## src/rtl/alu_arbiter_pkg.sv

```systemverilog
// Shared opcode and FSM encodings for the two-requester ALU arbiter.
package alu_arbiter_pkg;

  localparam logic [1:0] OP_CONCAT = 2'b00;
  localparam logic [1:0] OP_ADD    = 2'b01;
  localparam logic [1:0] OP_SHIFT  = 2'b10;
  localparam logic [1:0] OP_MULT   = 2'b11;

  typedef enum logic [1:0] {
    ST_IDLE = 2'd0,
    ST_EXEC = 2'd1,
    ST_RESP = 2'd2
  } state_e;

  typedef struct packed {
    logic [3:0] a;
    logic [3:0] b;
    logic [1:0] s;
  } op_t;

endpackage

```

## src/rtl/alu_arbiter_alu.sv

```systemverilog
// Combinational 4-bit ALU: concat, add, bounded left shift, multiply; 8-bit result.
module alu
  import alu_arbiter_pkg::*;
(
  input  logic [3:0] i_a,
  input  logic [3:0] i_b,
  input  logic [1:0] i_s,
  output logic [7:0] o_y
);

  always_comb begin
    o_y = 8'h00;
    case (i_s)
      OP_CONCAT: o_y = {i_a, i_b};
      OP_ADD:    o_y = {3'b000, ({1'b0, i_a} + {1'b0, i_b})};
      // Shift counts past 7 would push every bit out of the 8-bit result.
      OP_SHIFT:  o_y = (i_b > 4'd7) ? 8'h00 : ({4'b0000, i_a} << i_b);
      OP_MULT:   o_y = {4'b0000, i_a} * {4'b0000, i_b};
      default:   o_y = 8'h00;
    endcase
  end

endmodule

```

## src/rtl/alu_arbiter.sv

```systemverilog
// Round-robin arbiter sharing one ALU between two valid/ready requesters;
// IDLE accepts, EXEC computes, RESP holds the registered result until consumed.
module alu_arbiter
  import alu_arbiter_pkg::*;
#(
  parameter int COUNT_W = 8
) (
  input  logic               clk,
  input  logic               reset,
  input  logic               req0_valid,
  output logic               req0_ready,
  input  logic [3:0]         req0_A,
  input  logic [3:0]         req0_B,
  input  logic [1:0]         req0_S,
  input  logic               req1_valid,
  output logic               req1_ready,
  input  logic [3:0]         req1_A,
  input  logic [3:0]         req1_B,
  input  logic [1:0]         req1_S,
  output logic               resp_valid,
  input  logic               resp_ready,
  output logic               resp_id,
  output logic [7:0]         resp_Y,
  output logic               busy,
  output logic [COUNT_W-1:0] op_count
);

  state_e               r_state, w_state_nxt;
  op_t                  r_op;
  op_t                  w_req_op;
  logic                 r_cur_id;
  logic                 r_last_grant;
  logic [7:0]           r_resp_y;
  logic                 r_resp_id;
  logic [COUNT_W-1:0]   r_op_count;
  logic                 w_gnt;
  logic                 w_accept;
  logic [7:0]           w_alu_y;

  // On a tie the requester not served last wins; otherwise the lone valid one.
  assign w_gnt    = (req0_valid && req1_valid) ? ~r_last_grant : req1_valid;
  assign w_req_op = w_gnt ? op_t'{req1_A, req1_B, req1_S}
                          : op_t'{req0_A, req0_B, req0_S};

  always_ff @(posedge clk or posedge reset) begin
    if (reset) r_state <= ST_IDLE;
    else       r_state <= w_state_nxt;
  end

  always_comb begin
    w_state_nxt = r_state;
    w_accept    = 1'b0;
    req0_ready  = 1'b0;
    req1_ready  = 1'b0;
    case (r_state)
      ST_IDLE: begin
        if ((req0_valid || req1_valid) && !reset) begin
          w_accept    = 1'b1;
          req0_ready  = ~w_gnt;
          req1_ready  = w_gnt;
          w_state_nxt = ST_EXEC;
        end
      end
      ST_EXEC: w_state_nxt = ST_RESP;
      ST_RESP: if (resp_ready) w_state_nxt = ST_IDLE;
      default: w_state_nxt = ST_IDLE;
    endcase
  end

  always_ff @(posedge clk or posedge reset) begin
    if (reset) begin
      r_op         <= '0;
      r_cur_id     <= 1'b0;
      r_last_grant <= 1'b1;
      r_resp_y     <= 8'h00;
      r_resp_id    <= 1'b0;
      r_op_count   <= '0;
    end else begin
      if (w_accept) begin
        r_op         <= w_req_op;
        r_cur_id     <= w_gnt;
        r_last_grant <= w_gnt;
      end
      if (r_state == ST_EXEC) begin
        r_resp_y  <= w_alu_y;
        r_resp_id <= r_cur_id;
      end
      if (r_state == ST_RESP && resp_ready)
        r_op_count <= r_op_count + {{(COUNT_W-1){1'b0}}, 1'b1};
    end
  end

  alu u_alu (
    .i_a (r_op.a),
    .i_b (r_op.b),
    .i_s (r_op.s),
    .o_y (w_alu_y)
  );

  assign resp_valid = (r_state == ST_RESP);
  assign busy       = (r_state != ST_IDLE);
  assign resp_Y     = r_resp_y;
  assign resp_id    = r_resp_id;
  assign op_count   = r_op_count;

endmodule

```

## config.mk

```make
export PLATFORM = sky130hd
export DESIGN_NAME = alu_arbiter
export DESIGN_NICKNAME = d
export VERILOG_FILES = /design/src/rtl/alu_arbiter_pkg.sv /design/src/rtl/alu_arbiter_alu.sv /design/src/rtl/alu_arbiter.sv
export SDC_FILE = /design/constraint.sdc
export NUM_CORES = 1
export LEC_CHECK = 0
export BUFFER_PORTS_ARGS = -buffer_cell sky130_fd_sc_hd__buf_2
export CORE_ASPECT_RATIO = 1.75
export CORE_MARGIN = 2
export CORE_UTILIZATION = 45
export CTS_CLUSTER_SIZE = 25
export DETAILED_ROUTE_END_ITERATION = 10
export PLACE_DENSITY = 0.68
export SLEW_MARGIN = 10
export SYNTH_ARGS = -nofsm -noshare
export SYNTH_HDL_FRONTEND = slang
export SYNTH_SLANG_ARGS = --single-unit
export TNS_END_PERCENT = 10
```

## constraint.sdc

```tcl
create_clock -name clk -period 5.1 [get_ports clk]
set_clock_uncertainty 0.2 [all_clocks]
set_input_delay 0.765 -clock clk [delete_from_list [all_inputs] [get_ports clk]]
set_output_delay 0.765 -clock clk [all_outputs]
set_load 0.1 [all_outputs]
```

== Yosys cells after proc, flatten, opt, wreduce, memory -nomap -nowiden ==
Index checks and enable logic that the tools add are counted.

* Register bits: 31
* Bits in latches: 0
* Bits in writable memories: 0
* Memory bits (read-only): 0
* Bits of input ports: 25
* Output and inout bits: 21
* Word-level logic and storage cells: 45
* Memories kept: 0

* Add/subtract/negate cells: 2
* Multiply operators: 1
* Div/mod/pow operators: 0
* Magnitude comparators: 1
* Equality and inequality tests: 7
* Shifts and indexed selects: 1
* Mux-type cells: 13
* Bitwise logic cells: 2
* Reduce and logical (&&, ||, !) cells: 9

{| class="wikitable"
|+ Operators by type and width
! kind !! number
|-
| 8-bit case mux with 4 select lines || 1
|-
| 10-bit 2-to-1 mux || 1
|-
| 8-bit by 1-bit adder with 8-bit output (second input constant) || 1
|-
| 4-bit by 4-bit multiplier with 8-bit output || 1
|-
| 8-bit 2-to-1 mux || 1
|-
| 4-bit by 4-bit << shifter with 8-bit output || 1
|-
| 1-bit 2-to-1 mux || 7
|-
| 2-bit equality test (second input constant) || 3
|-
| 2-bit case mux with 3 select lines || 1
|-
| 4-bit by 4-bit adder with 5-bit output || 1
|-
| 2-bit by 1-bit equality test with 1-bit output (second input constant) || 2
|-
| 4-bit by 3-bit greater-than comparator with 1-bit output (second input constant) || 1
|-
| 2-bit logical NOT || 2
|-
| 2-bit 2-to-1 mux || 2
|-
| 1-bit logical AND || 3
|-
| 2-bit by 1-bit != test with 1-bit output (second input constant) || 1
|-
| 2-bit != test (second input constant) || 1
|-
| 1-bit inverter || 2
|-
| 2-bit AND reduction || 1
|-
| 2-bit nonzero test || 1
|-
| 1-bit logical NOT || 1
|-
| 1-bit logical OR || 1
|}

== Longest topological paths before layout ==
* Word-level depth: 5
* Depth in mapped cells: 12
* Gate-level depth less buffers: 11

== Hierarchy ==
A second synthesis with hierarchy kept.

* Cell total of the unflattened synthesis: 234
* Area, all modules: 2,367.3 um^2

{| class="wikitable"
|+ Modules (own cells, without submodules)
! module !! times used !! cells an instance !! area each (um^2) !! seq. area each (um^2)
|-
| alu_arbiter || 1 || 105 || 1,388.8 || 777.0
|-
| alu || 1 || 129 || 978.4 || 0.0
|}

== Worst setup path after synthesis ==
No wires, ideal clock.

* Path kind: reg2reg
* From: register r_op[3] (netlist bit)
* To: register r_resp_y[7], in the netlist resp_Y[7]
* Setup time: 129 ps
* Arrival: 2,967 ps
* Required time: 4,771 ps
* Slack: 1,804 ps
* Stages on the path, launching flop included: 12
* Buffers on the path: 1
* Clock period less this slack: 3,296 ps
* Path through: dfrtp_1 > clkbuf_1 > nand2_1 > fa_1 > inv_1 > fa_1 > ha_1 > a211oi_1 > o21bai_1 > a21oi_1 > xor2_1 > o22ai_1

* Cells in the longest elaborated chain, start to end: 3
* Elaborated cells between the ends (all ways): 5
* Classes of those cells: mul: 1; order compare: 1; shift: 1; mux: 2

{| class="wikitable"
|+ Ends and longest elaborated chain
! element !! RTL line !! source
|-
| start, declared || alu_arbiter.sv:29 || <nowiki>op_t r_op;</nowiki>
|-
| start signal, assigned || alu_arbiter.sv:80 || <nowiki>r_op <= w_req_op;</nowiki>
|-
| parallel branches: the longest is 2 deep, another holds 4-bit by 4-bit multiplier with 8-bit output || -- ||
|-
| 8-bit case mux with 4 select lines * || alu_arbiter_alu.sv:13 || <nowiki>case (i_s)</nowiki>
|-
| end signal, assigned || alu_arbiter.sv:85 || <nowiki>r_resp_y <= w_alu_y;</nowiki>
|-
| end, declared || alu_arbiter.sv:33 || <nowiki>logic [7:0] r_resp_y;</nowiki>
|}

Mark *: on every way between the ends.
A chain may end at the register's enable or synchronous reset.

== Worst setup path in the final report ==
* From: register r_op[3] (netlist bit)
* To: register r_resp_y[4], in the netlist resp_Y[4]

The elaborated chain is that of the path after synthesis.

==> impl_results.md <==
* Count of flip-flops with a built-in enable after synthesis at 0
* Largest delay share family, worst path: adder cells
* Worst path cell trace: nand2_1 -> fa_1 -> inv_1 -> fa_1 -> inv_1 -> fa_1 -> xnor2_1 -> a311oi_1 -> o21ai_1
* Master cell of the clock root buffer: sky130_fd_sc_hd__clkbuf_8
* Standard cell core area at 4620 µm²
* Critical setup path kind: flip-flop to flip-flop
* Worst R2R Start: r_op[3]
* Area of all placed cells without fillers at 2470 µm²
* Clock input transition at the sequential cells of the worst setup and hold paths at 60 ps
* Critical path peak fanout at 16
* Final Hold Fails at 0
* Average instance area after synthesis at 9.78 µm²
* Area contributors post-synth: sky130_fd_sc_hd__dfrtp_1 (35%), sky130_fd_sc_hd__ha_1 (11%), sky130_fd_sc_hd__a222oi_1 (4.7%), sky130_fd_sc_hd__fa_1 (4.7%), sky130_fd_sc_hd__inv_1 (3.3%)
* Starting Density at 46.1%
* Instance area after placement at 2390 µm²
* Setup Slack @ Placement at 1680 ps
* Clock sinks at 31
* Total global routing track utilization at 21.2%
* Met2 demand-to-capacity share in global routing at 38.5%
* Layout cells sized above 1 at 25.5%
* Clock tree from TritonCTS: built
* Share of synthesized area occupied by flip-flops and latches at 36.4%
* Non-filler instance count after layout at 315
* Synth cell types at 47
* Setup repair after global routing missed its margin: false
* Final antenna-violating net count at 0
* Drt wl/cell at 16.4 µm
* Wirelength, routed at 5180 µm
* Number of fillers in the final layout at 457
* Most numerous cell in the Yosys netlist: sky130_fd_sc_hd__dfrtp_1
* Worst min-delay path startpoint: op_count[7]
* # rows at 33
* Post-cts repair resize count at 0
* Gr ovfl total at 0
* Maximum number of pins on one net before global-route repair at 32
* Buffers inserted during post-CTS setup optimization at 0
* Shortest period the worst path allows at 3430 ps
* Most used flip-flop cell after synthesis: sky130_fd_sc_hd__dfrtp_1
* IO Pins at 46
* Die width at 56.0 µm
* Number of inserted diodes at 0
* Initial antenna violation count at 0
* Yosys warns at 0
* FF+latch area at 777 µm²
* Slew Limit Fails at 0
* Number of global-route vias before repair at 1,799
* Number of buffers between clock root and the deepest sink at 2
* Worst hold path class: flip-flop to flip-flop
* Final-stage net count at 310
* Total of endpoints with negative setup slack in the final report at 0
* Wire length of the first global-routing pass at 8620 µm
* Area growth from synthesis to layout at 16.0%
* Total half-perimeter wirelength after legalization and detailed placement at 4050 µm
* Share of synthesized registers carrying an async set or reset at 100%
* Result of the run: finished, final reports clean
* Fraction of met1 tracks used by global routing at 22.7%
* Synth top area share at 35.2%
* Number of remaining DRC errors at 0
* Hold-fix buffers, CTS at 0
* Floorplan die area at 5330 µm²
* Top achievable clock speed at 291 MHz
* Global-route track usage on met3 at 3.12%
* WP data required at 5060 ps
* Sum Neg Setup Slack at 0 ps
* Hold-critical path depth at 1
* Router iterations before antenna repair at 4
* Capture endpoint of the worst hold path: op_count[7]
* Number of synthesized register bits at 31
* Depth of the CTS H-tree at 2
* Crit end category: flip-flop
* Library cell appearing most often on the critical path: sky130_fd_sc_hd__fa_1
* Global route hottest layer: met2
* Startpoint class of the critical path: flip-flop
* Number of cell instances on the worst register-to-register path at 9
* Per-cell via count in the routed design at 5.89
* R2R setup slack at 1670 ps
* Slowest stage cell, crit path: sky130_fd_sc_hd__dfrtp_1
* Clock buffer count from CTS at 5
* Total number of vias at 1,855
* Syn Inst Count at 218
* Worst-Skew Late Latency at 280 ps
* Max-cap violation count at 0
* Net count of the mapped netlist at 266
* Ranking of synthesized cells by instance count: sky130_fd_sc_hd__dfrtp_1 (30), sky130_fd_sc_hd__inv_1 (19), sky130_fd_sc_hd__ha_1 (18), sky130_fd_sc_hd__nand2_1 (18)
* Transition time of the tightest slew-check pin at 898 ps
* First DRT Iteration DRCs at 68
* Final WS setup at 1670 ps
* Delay of the slowest cell on the worst path at 720 ps
* Synth area leader: sky130_fd_sc_hd__dfrtp_1
* Total placed cells including tap cells at 307
* Area taken by multi-input logic gates at 1230 µm²
* Endpoint of the lowest-slack register-to-register path: resp_Y[4]
* Worst rel slew slack at 39.8%
* Arrival time at the worst endpoint at 3390 ps
* Die Y at 95.1 µm
* Bufs and invs on worst path at 2
* Portion of the clock cycle consumed by the worst path in the final layout at 67.3%
* RePlAce Congestion at 0.798
* Area of the mapped netlist at 2130 µm²
* Number of port buffers at 45
flip-flops by register name, indices dropped and copies added (netlist names):
| signal | flops |
|---|---|
| r_state | 2 |
| resp_Y | 8 |
| r_cur_id | 1 |
| r_last_grant | 1 |
| r_op | 10 |
| resp_id | 1 |
| op_count | 8 |
area by class of cell:
type                       count  share of cell area [%]
sequential                    31                    31.4
clock inverter                 3                   0.607
tap                           52                    2.63
inverter                      21                    3.19
timing repair buffer          47                    9.71
multi-input combinational    156                    49.7
clock buffer                   5                    2.78
worst reg2reg max path: stages (launching register included):
cell and delay [ps]:
sky130_fd_sc_hd__dfrtp_1 720, sky130_fd_sc_hd__nand2_1 150, sky130_fd_sc_hd__fa_1 500, sky130_fd_sc_hd__inv_1 60
sky130_fd_sc_hd__fa_1 560, sky130_fd_sc_hd__inv_1 70, sky130_fd_sc_hd__fa_1 450, sky130_fd_sc_hd__xnor2_1 140
sky130_fd_sc_hd__a311oi_1 350, sky130_fd_sc_hd__o21ai_1 120
cells by family after synthesis:
family                   after synthesis  share of synthesized area, %
AND/OR/NAND/NOR                       61                          14.8
AO/OA/AOI/OAI                         53                          18.4
buffers and inverters                 31                          5.93
flip-flops                            31                          36.4
adder cells (fa/ha/maj)               23                          15.3
XOR/XNOR                              12                          4.93
multiplexers                           7                          4.23
worst max path at each step:
stage,startpoint,endpoint,slack [ps],depth (start not counted)
floorplan,r_op[3],resp_Y[7],1800,11
finish,r_op[3],resp_Y[4],1670,9
CTS,r_op[3],resp_Y[4],1670,9
global route,r_op[3],resp_Y[4],1400,9
detailed placement,r_op[3],resp_Y[4],1680,9
global placement,r_op[3],resp_Y[4],1720,9
routing by layer:
metal	wire length [µm]	vias to the layer above
li1	-	872
met1	1800	896
met2	2880	71
met3	260	16
met4	243	0
met5	0	-
placed cells by master, fill, tap and decap left out, types with 3 or more instances in the layout:
master and n:
sky130_fd_sc_hd__buf_2 45, sky130_fd_sc_hd__dfrtp_1 30, sky130_fd_sc_hd__inv_1 19, sky130_fd_sc_hd__nand2_1 18, sky130_fd_sc_hd__ha_1 18, sky130_fd_sc_hd__a222oi_1 10
sky130_fd_sc_hd__nor2_1 10, sky130_fd_sc_hd__o21ai_1 8, sky130_fd_sc_hd__xnor2_1 8, sky130_fd_sc_hd__nand3_1 7, sky130_fd_sc_hd__and2_1 7, sky130_fd_sc_hd__a211oi_1 5
sky130_fd_sc_hd__a21o_1 5, sky130_fd_sc_hd__fa_1 5, sky130_fd_sc_hd__clkbuf_8 5, sky130_fd_sc_hd__a21oi_1 4, sky130_fd_sc_hd__xor2_1 4, sky130_fd_sc_hd__o21ai_0 4
sky130_fd_sc_hd__nor3_1 3, sky130_fd_sc_hd__and3_1 3, sky130_fd_sc_hd__nand2b_1 3, sky130_fd_sc_hd__mux2i_1 3, sky130_fd_sc_hd__a221oi_1 3, sky130_fd_sc_hd__and2_2 3
sky130_fd_sc_hd__clkinv_2 3
through the flow:
step / hold WS [ps] / utilization [%]
4_1_cts: 285 / 53.5
2_1_floorplan: 239 / -
6_report: 280 / 53.5
3_3_place_gp: 259 / 51.7
5_1_grt: 290 / 53.5
3_5_place_dp: 268 / 51.7
Power is not shown: default switching activity piles up to over one toggle a cycle in this logic, so the estimate is an artifact.
